<file path="src/rtl/fold_sig_pkg.sv">
// Shared types and default widths for the folded-signature comparator.
package fold_sig_pkg;

  localparam int unsigned FSC_W     = 16;
  localparam int unsigned FSC_CNT_W = 8;

  typedef enum logic [1:0] {
    FSC_IDLE   = 2'd0,
    FSC_ACCUM  = 2'd1,
    FSC_RESULT = 2'd2
  } fsc_state_t;

endpackage

</file>
<file path="src/rtl/fold_sig_cmp_if.sv">
// Beat input channel and frame-result output channel of fold_sig_cmp.
interface fold_sig_cmp_if #(
  parameter int unsigned W     = 16,
  parameter int unsigned CNT_W = 8
);

  logic             in_valid;
  logic             in_ready;
  logic [W-1:0]     in_aa;
  logic [W-1:0]     in_bb;
  logic             in_last;
  logic             out_valid;
  logic             out_ready;
  logic [W-1:0]     out_sig_a;
  logic [W-1:0]     out_sig_b;
  logic             out_match;
  logic [CNT_W-1:0] out_len;
  logic             out_len_sat;

  modport slave (
    input  in_valid, in_aa, in_bb, in_last, out_ready,
    output in_ready, out_valid, out_sig_a, out_sig_b, out_match, out_len, out_len_sat
  );

  modport master (
    output in_valid, in_aa, in_bb, in_last, out_ready,
    input  in_ready, out_valid, out_sig_a, out_sig_b, out_match, out_len, out_len_sat
  );

endinterface

</file>
<file path="src/rtl/fold_sig_step.sv">
// One signature update: rotate left by one, then XOR in the new folded word.
module fold_sig_step #(
  parameter int unsigned W = 16
) (
  input  logic [W-1:0] sig_i,
  input  logic [W-1:0] word_i,
  output logic [W-1:0] sig_o
);

  assign sig_o = {sig_i[W-2:0], sig_i[W-1]} ^ word_i;

endmodule

</file>
<file path="src/rtl/fold_sig_cmp.sv">
// Accumulates rotate-XOR signatures of two folded streams per frame and compares them.
// Optional macro FOLD_SIG_CMP_STICKY_ERR_EN adds a sticky mismatch flag (err_sticky/err_clr).
module fold_sig_cmp
  import fold_sig_pkg::*;
#(
  parameter int unsigned W     = FSC_W,
  parameter int unsigned CNT_W = FSC_CNT_W
) (
  input  logic clk,
  input  logic rst_n,
  fold_sig_cmp_if.slave bus
`ifdef FOLD_SIG_CMP_STICKY_ERR_EN
  ,
  output logic err_sticky,
  input  logic err_clr
`endif
);

  localparam logic [1:0]       ST_IDLE   = 2'(FSC_IDLE);
  localparam logic [1:0]       ST_ACCUM  = 2'(FSC_ACCUM);
  localparam logic [1:0]       ST_RESULT = 2'(FSC_RESULT);
  localparam logic [CNT_W-1:0] LEN_MAX   = {CNT_W{1'b1}};

  logic [1:0]       state_q, state_d;
  logic [W-1:0]     sig_a_q, sig_a_d, sig_b_q, sig_b_d;
  logic [W-1:0]     step_a, step_b;
  logic [CNT_W-1:0] len_q, len_d;
  logic             sat_q, sat_d;
  logic             match_q, match_d;
  logic             in_ready_q, in_ready_d;
  logic             out_valid_q, out_valid_d;
  logic             accept_c;
  logic             handshake_c;

  assign accept_c    = bus.in_valid && in_ready_q;
  assign handshake_c = out_valid_q && bus.out_ready;

  fold_sig_step #(.W(W)) u_step_a (.sig_i(sig_a_q), .word_i(bus.in_aa), .sig_o(step_a));
  fold_sig_step #(.W(W)) u_step_b (.sig_i(sig_b_q), .word_i(bus.in_bb), .sig_o(step_b));

  // Next-state and datapath; in_* are only looked at under accept_c.
  always_comb begin
    state_d = state_q;
    sig_a_d = sig_a_q;
    sig_b_d = sig_b_q;
    len_d   = len_q;
    sat_d   = sat_q;
    match_d = match_q;
    case (state_q)
      ST_IDLE: begin
        if (accept_c) begin
          sig_a_d = bus.in_aa;
          sig_b_d = bus.in_bb;
          len_d   = CNT_W'(1);
          sat_d   = (len_d == LEN_MAX);
          match_d = (sig_a_d == sig_b_d);
          state_d = bus.in_last ? ST_RESULT : ST_ACCUM;
        end
      end
      ST_ACCUM: begin
        if (accept_c) begin
          sig_a_d = step_a;
          sig_b_d = step_b;
          if (len_q != LEN_MAX) begin
            len_d = len_q + CNT_W'(1);
          end
          sat_d   = (len_d == LEN_MAX);
          match_d = (sig_a_d == sig_b_d);
          if (bus.in_last) begin
            state_d = ST_RESULT;
          end
        end
      end
      ST_RESULT: begin
        if (handshake_c) begin
          state_d = ST_IDLE;
        end
      end
      default: state_d = ST_IDLE;
    endcase
    in_ready_d  = (state_d != ST_RESULT);
    out_valid_d = (state_d == ST_RESULT);
  end

  always_ff @(posedge clk or negedge rst_n) begin
    if (!rst_n) begin
      state_q     <= ST_IDLE;
      sig_a_q     <= '0;
      sig_b_q     <= '0;
      len_q       <= '0;
      sat_q       <= 1'b0;
      match_q     <= 1'b0;
      in_ready_q  <= 1'b1;
      out_valid_q <= 1'b0;
    end else begin
      state_q     <= state_d;
      sig_a_q     <= sig_a_d;
      sig_b_q     <= sig_b_d;
      len_q       <= len_d;
      sat_q       <= sat_d;
      match_q     <= match_d;
      in_ready_q  <= in_ready_d;
      out_valid_q <= out_valid_d;
    end
  end

  assign bus.in_ready    = in_ready_q;
  assign bus.out_valid   = out_valid_q;
  assign bus.out_sig_a   = sig_a_q;
  assign bus.out_sig_b   = sig_b_q;
  assign bus.out_match   = match_q;
  assign bus.out_len     = len_q;
  assign bus.out_len_sat = sat_q;

`ifdef FOLD_SIG_CMP_STICKY_ERR_EN
  logic err_q, err_d;

  // A mismatching handshake overrides a simultaneous clear.
  always_comb begin
    err_d = err_q;
    if (err_clr) begin
      err_d = 1'b0;
    end
    if (handshake_c && !match_q) begin
      err_d = 1'b1;
    end
  end

  always_ff @(posedge clk or negedge rst_n) begin
    if (!rst_n) begin
      err_q <= 1'b0;
    end else begin
      err_q <= err_d;
    end
  end

  assign err_sticky = err_q;
`endif

endmodule

</file>
<file path="src/flat_wrapper.sv">
// flat-port wrapper written by rule: the top's interface ports become plain ports
module fold_sig_cmp_flat import fold_sig_pkg::*;
#(
  parameter int unsigned W     = FSC_W,
  parameter int unsigned CNT_W = FSC_CNT_W
)
  (clk, rst_n, bus_in_valid, bus_in_aa, bus_in_bb, bus_in_last, bus_out_ready, bus_in_ready, bus_out_valid, bus_out_sig_a, bus_out_sig_b, bus_out_match, bus_out_len, bus_out_len_sat);
  fold_sig_cmp_if #(.W(W), .CNT_W(CNT_W)) bus_i ();
  input  logic clk;
  input  logic rst_n;
  input wire logic [$bits(bus_i.in_valid)-1:0] bus_in_valid;
  input wire logic [$bits(bus_i.in_aa)-1:0] bus_in_aa;
  input wire logic [$bits(bus_i.in_bb)-1:0] bus_in_bb;
  input wire logic [$bits(bus_i.in_last)-1:0] bus_in_last;
  input wire logic [$bits(bus_i.out_ready)-1:0] bus_out_ready;
  output wire logic [$bits(bus_i.in_ready)-1:0] bus_in_ready;
  output wire logic [$bits(bus_i.out_valid)-1:0] bus_out_valid;
  output wire logic [$bits(bus_i.out_sig_a)-1:0] bus_out_sig_a;
  output wire logic [$bits(bus_i.out_sig_b)-1:0] bus_out_sig_b;
  output wire logic [$bits(bus_i.out_match)-1:0] bus_out_match;
  output wire logic [$bits(bus_i.out_len)-1:0] bus_out_len;
  output wire logic [$bits(bus_i.out_len_sat)-1:0] bus_out_len_sat;
  assign bus_i.in_valid = bus_in_valid;
  assign bus_i.in_aa = bus_in_aa;
  assign bus_i.in_bb = bus_in_bb;
  assign bus_i.in_last = bus_in_last;
  assign bus_i.out_ready = bus_out_ready;
  assign bus_in_ready = bus_i.in_ready;
  assign bus_out_valid = bus_i.out_valid;
  assign bus_out_sig_a = bus_i.out_sig_a;
  assign bus_out_sig_b = bus_i.out_sig_b;
  assign bus_out_match = bus_i.out_match;
  assign bus_out_len = bus_i.out_len;
  assign bus_out_len_sat = bus_i.out_len_sat;
  fold_sig_cmp #(.W(W), .CNT_W(CNT_W)) u_core (.clk(clk), .rst_n(rst_n), .bus(bus_i));
endmodule
</file>
<file path="config.mk">
export PLATFORM = sky130hd
export DESIGN_NAME = fold_sig_cmp_flat
export DESIGN_NICKNAME = d
export VERILOG_FILES = /design/src/rtl/fold_sig_pkg.sv /design/src/rtl/fold_sig_cmp_if.sv /design/src/rtl/fold_sig_step.sv /design/src/rtl/fold_sig_cmp.sv /design/src/flat_wrapper.sv
export SDC_FILE = /design/constraint.sdc
export NUM_CORES = 1
export LEC_CHECK = 0
export ABC_CLOCK_PERIOD_IN_PS = 2000
export CORE_ASPECT_RATIO = 0.6
export CORE_UTILIZATION = 47
export DETAILED_ROUTE_END_ITERATION = 6
export GPL_ROUTABILITY_DRIVEN = 0
export PLACE_DENSITY = 0.77
export SYNTH_ARGS = -nofsm -noshare
export SYNTH_HDL_FRONTEND = slang
export SYNTH_SLANG_ARGS = --single-unit
</file>
<file path="constraint.sdc">
create_clock -name clk -period 2 [get_ports clk]
set_input_delay 0.4 -clock clk [delete_from_list [all_inputs] [get_ports clk]]
set_output_delay 0.4 -clock clk [all_outputs]
set_load 0.03 [all_outputs]
</file>
==> run_results.csv <==
group,metric,value,unit
finish,final_area,0.003864,mm²
drt,met2_length,3008,µm
drt,wl_met3,511,µm
logic_synthesis,syn_nets,366,
timing,fmax,519.6,MHz
logic_synthesis,syn_inst,328,
floorplan,ios,81,
finish,nets,446,
worst_setup_path,slowest_delay,720,ps
logic_synthesis,synth_ff_type,"dfrtp_1",
global_route,grt_pass1_wl,12000,µm
timing,setup_viol,0,
floorplan,fp.dieH,62.16,µm
logic_synthesis,synthArstFlopShare,1.000,
timing,relSlewSlack,0.7441,
drt,wl,7229,µm
status,status,"finished clean",
clocking,cts_tree,"yes",
worst_setup_path,crit_slowest_cell,"clkdlybuf4s50_1",
pwr,ir_worst_vdd,0.0008432,V
floorplan,dieArea,0.006357,mm²
logic_synthesis,synth_cell_type_count,34,
drt,firstDrtPassIters,4,
floorplan,die_w,102.3,µm
finish,n_antenna_cell,0,
timing,whs,485.1,ps
drt,vias_per_cell,5.188,
clocking,cts_root_buf,"clkbuf_8",
floorplan,coreArea,0.005702,mm²
global_route,grt.overflow.total,0,
worst_setup_path,critPathTopFamily,"buffers and inverters",
timing,period_share,0.9622,
pwr,p_leak,1.584,nW
global_route,grt_usage,0.2476,
timing,worst_slew_pin_slew,382.6,ps
logic_synthesis,ys_warn_count,0,
worst_setup_path,end_kind,"output port",
logic_synthesis,synth-seq-area-share,0.4064,
placement,dp_slack,47.68,ps
logic_synthesis,ys_ff_latch,46,
worst_setup_path,cp.required,1600,ps
timing,min_period,1924,ps
clocking,post_cts_buffers,0,
worst_setup_path,critPathKind,"flip-flop to output port",
logic_synthesis,syn_avg_cell_area,8.644,µm²
timing,timing.final.ws_setup,75.60,ps
drt,routed-via-count,2537,
timing,final-hold-violation-count,0,
logic_synthesis,synth.cell_area,0.002835,mm²
worst_hold_path,worst_hold_path_type,"flip-flop to flip-flop",
placement,placement.io_buffers,80,
global_route,grt_start_max_net_pins,38,
placement,dpl-instance-area,0.003747,mm²
worst_setup_path,worst-path-buf-inv,1,
clocking,cts_made_buffers,5,
pwr,p_total,5.571,mW
placement,hpwl,5487,µm
timing,drv_slew,0,
floorplan,rows,21,
worst_setup_path,crit_arrival,1520,ps
drt,highest_layer,"met4",
global_route,antenna_found_initial,0,
finish,final_cell_mix,"81 x nand2_1, 76 x clkdlybuf4s50_1, 49 x xor2_1, 44 x dfrtp_1, 37 x o21ai_0",
clocking,clk_path_buf_depth,2,
finish,drive_gt1_frac,0.06846,
drt,drcViolationCount,0,
worst_setup_path,path_cells,"clkdlybuf4s50_1",
worst_setup_path,start_kind,"flip-flop",
drt,drt_iter0_markers,140,
drt,routedWlPerCell,14.78,µm
timing,final.setup_skew,3.137,ps
finish,final_common_cell,"nand2_1",
clocking,clock-sinks,46,
timing,rsz0062_at_grt,"false",
drt,drt-met1-wl,3640,µm
logic_synthesis,synth_edf_count,0,
pwr,power_density,1442,mW/mm²
finish,syn_to_final_growth,36.28,%
worst_setup_path,worst-path-max-fanout,9,
floorplan,floorplan.initialDensity,0.4973,
timing,fin_setup_tns,0,ps
clocking,clk_pin_slew,80,ps
drt,drtAntennaViolNets,0,
clocking,htreeDepth,2,
clocking,clk_latency,300,ps
job,maxCapViolCount,0,
global_route,first_global_vias,2323,
[Yosys cell counts, types with 2 or more instances]
cell type	n	area share
nand2_1	81	0.11
a31o_2	2	0.0062
nand4_1	5	0.011
a32o_1	4	0.014
nand3_1	3	0.0053
inv_1	2	0.0026
nor2_1	10	0.013
clkbuf_1	12	0.016
o21ai_0	37	0.065
nand3b_1	3	0.0079
xnor2_1	32	0.099
buf_1	2	0.0026
nor3_1	6	0.011
a21oi_1	12	0.021
xor2_1	49	0.15
a31oi_1	2	0.0044
and4_2	2	0.0071
nor4_1	2	0.0044
dfrtp_1	45	0.40
buf_2	3	0.0053
[state kept, by name, indices dropped and copies added (netlist names)]
register	cells
u_core.bus.out_sig_a	16
u_core.bus.out_sig_b	16
u_core.bus.out_len	8
u_core.state_q	2
u_core.bus.in_ready	1
u_core.bus.out_len_sat	1
u_core.bus.out_match	1
u_core.bus.out_valid	1
[power breakdown]
| group | total, mW | internal (mW) | switching (mW) |
|---|---|---|---|
| combinational | 3.20 | 1.39 | 1.80 |
| clock | 0.591 | 0.279 | 0.312 |
| sequential | 1.78 | 1.31 | 0.479 |
[cell type report]
class | instances | area (µm²)
repair buffers | 91 | 900.9
multi-input cells | 262 | 1610
clock buffers | 7 | 86.33
clock inverters | 1 | 5.005
well taps | 80 | 100.1
inverters | 2 | 7.507
flip-flops and latches | 46 | 1154
fillers | 457 | 1838
[final timing paths]
check | start | to | slack [ps] | cells past startpoint
worst max-delay path | u_core.bus.out_len[3] | bus_out_len[3] | 80 | 1
worst min-delay path | u_core.bus.out_len_sat | u_core.bus.out_len_sat | 490 | 2
worst max register to register | u_core.bus.out_len[0] | u_core.bus.out_len_sat | 160 | 6
worst min register to register | u_core.bus.out_len_sat | u_core.bus.out_len_sat | 490 | 2
max in group asynchronous | rst_n | u_core.bus.in_ready | 960 | 3
min in group asynchronous | rst_n | u_core.bus.out_len[6] | 500 | 2
[metal layers]
layer / GRT usage / vias to the layer above
met5: 0 / -
met1: 0.3896 / 1181
met2: 0.3364 / 93
met3: 0.05856 / 10
li1: - / 1253
met4: 0.05893 / 0
[cell families (layout without fill, tap and decap cells)]
group,count (synthesis),after routing,share of synthesized area
buffers and inverters,20,101,0.02824
XOR/XNOR,81,81,0.2502
multiplexers,1,1,0.003531
adder cells (fa/ha/maj),1,1,0.004412
AO/OA/AOI/OAI,62,62,0.1275
flip-flops,46,46,0.4064
AND/OR/NAND/NOR,117,117,0.1796
[what timing repair did]
action	in CTS	in global routing
hold buffers	1	0
endpoints found under the setup margin	0	4
resized for setup	0	5
hold endpoints to repair	9	0
[per-stage QoR]
stage / cells / utilization
after floorplan: 328 / -
after global placement: 480 / 0.6572
after detailed placement: 480 / 0.6572
after CTS: 489 / 0.6750
after global routing: 489 / 0.6776
final: 489 / 0.6776
No activity file was read; power rests on OpenSTA's default activity.
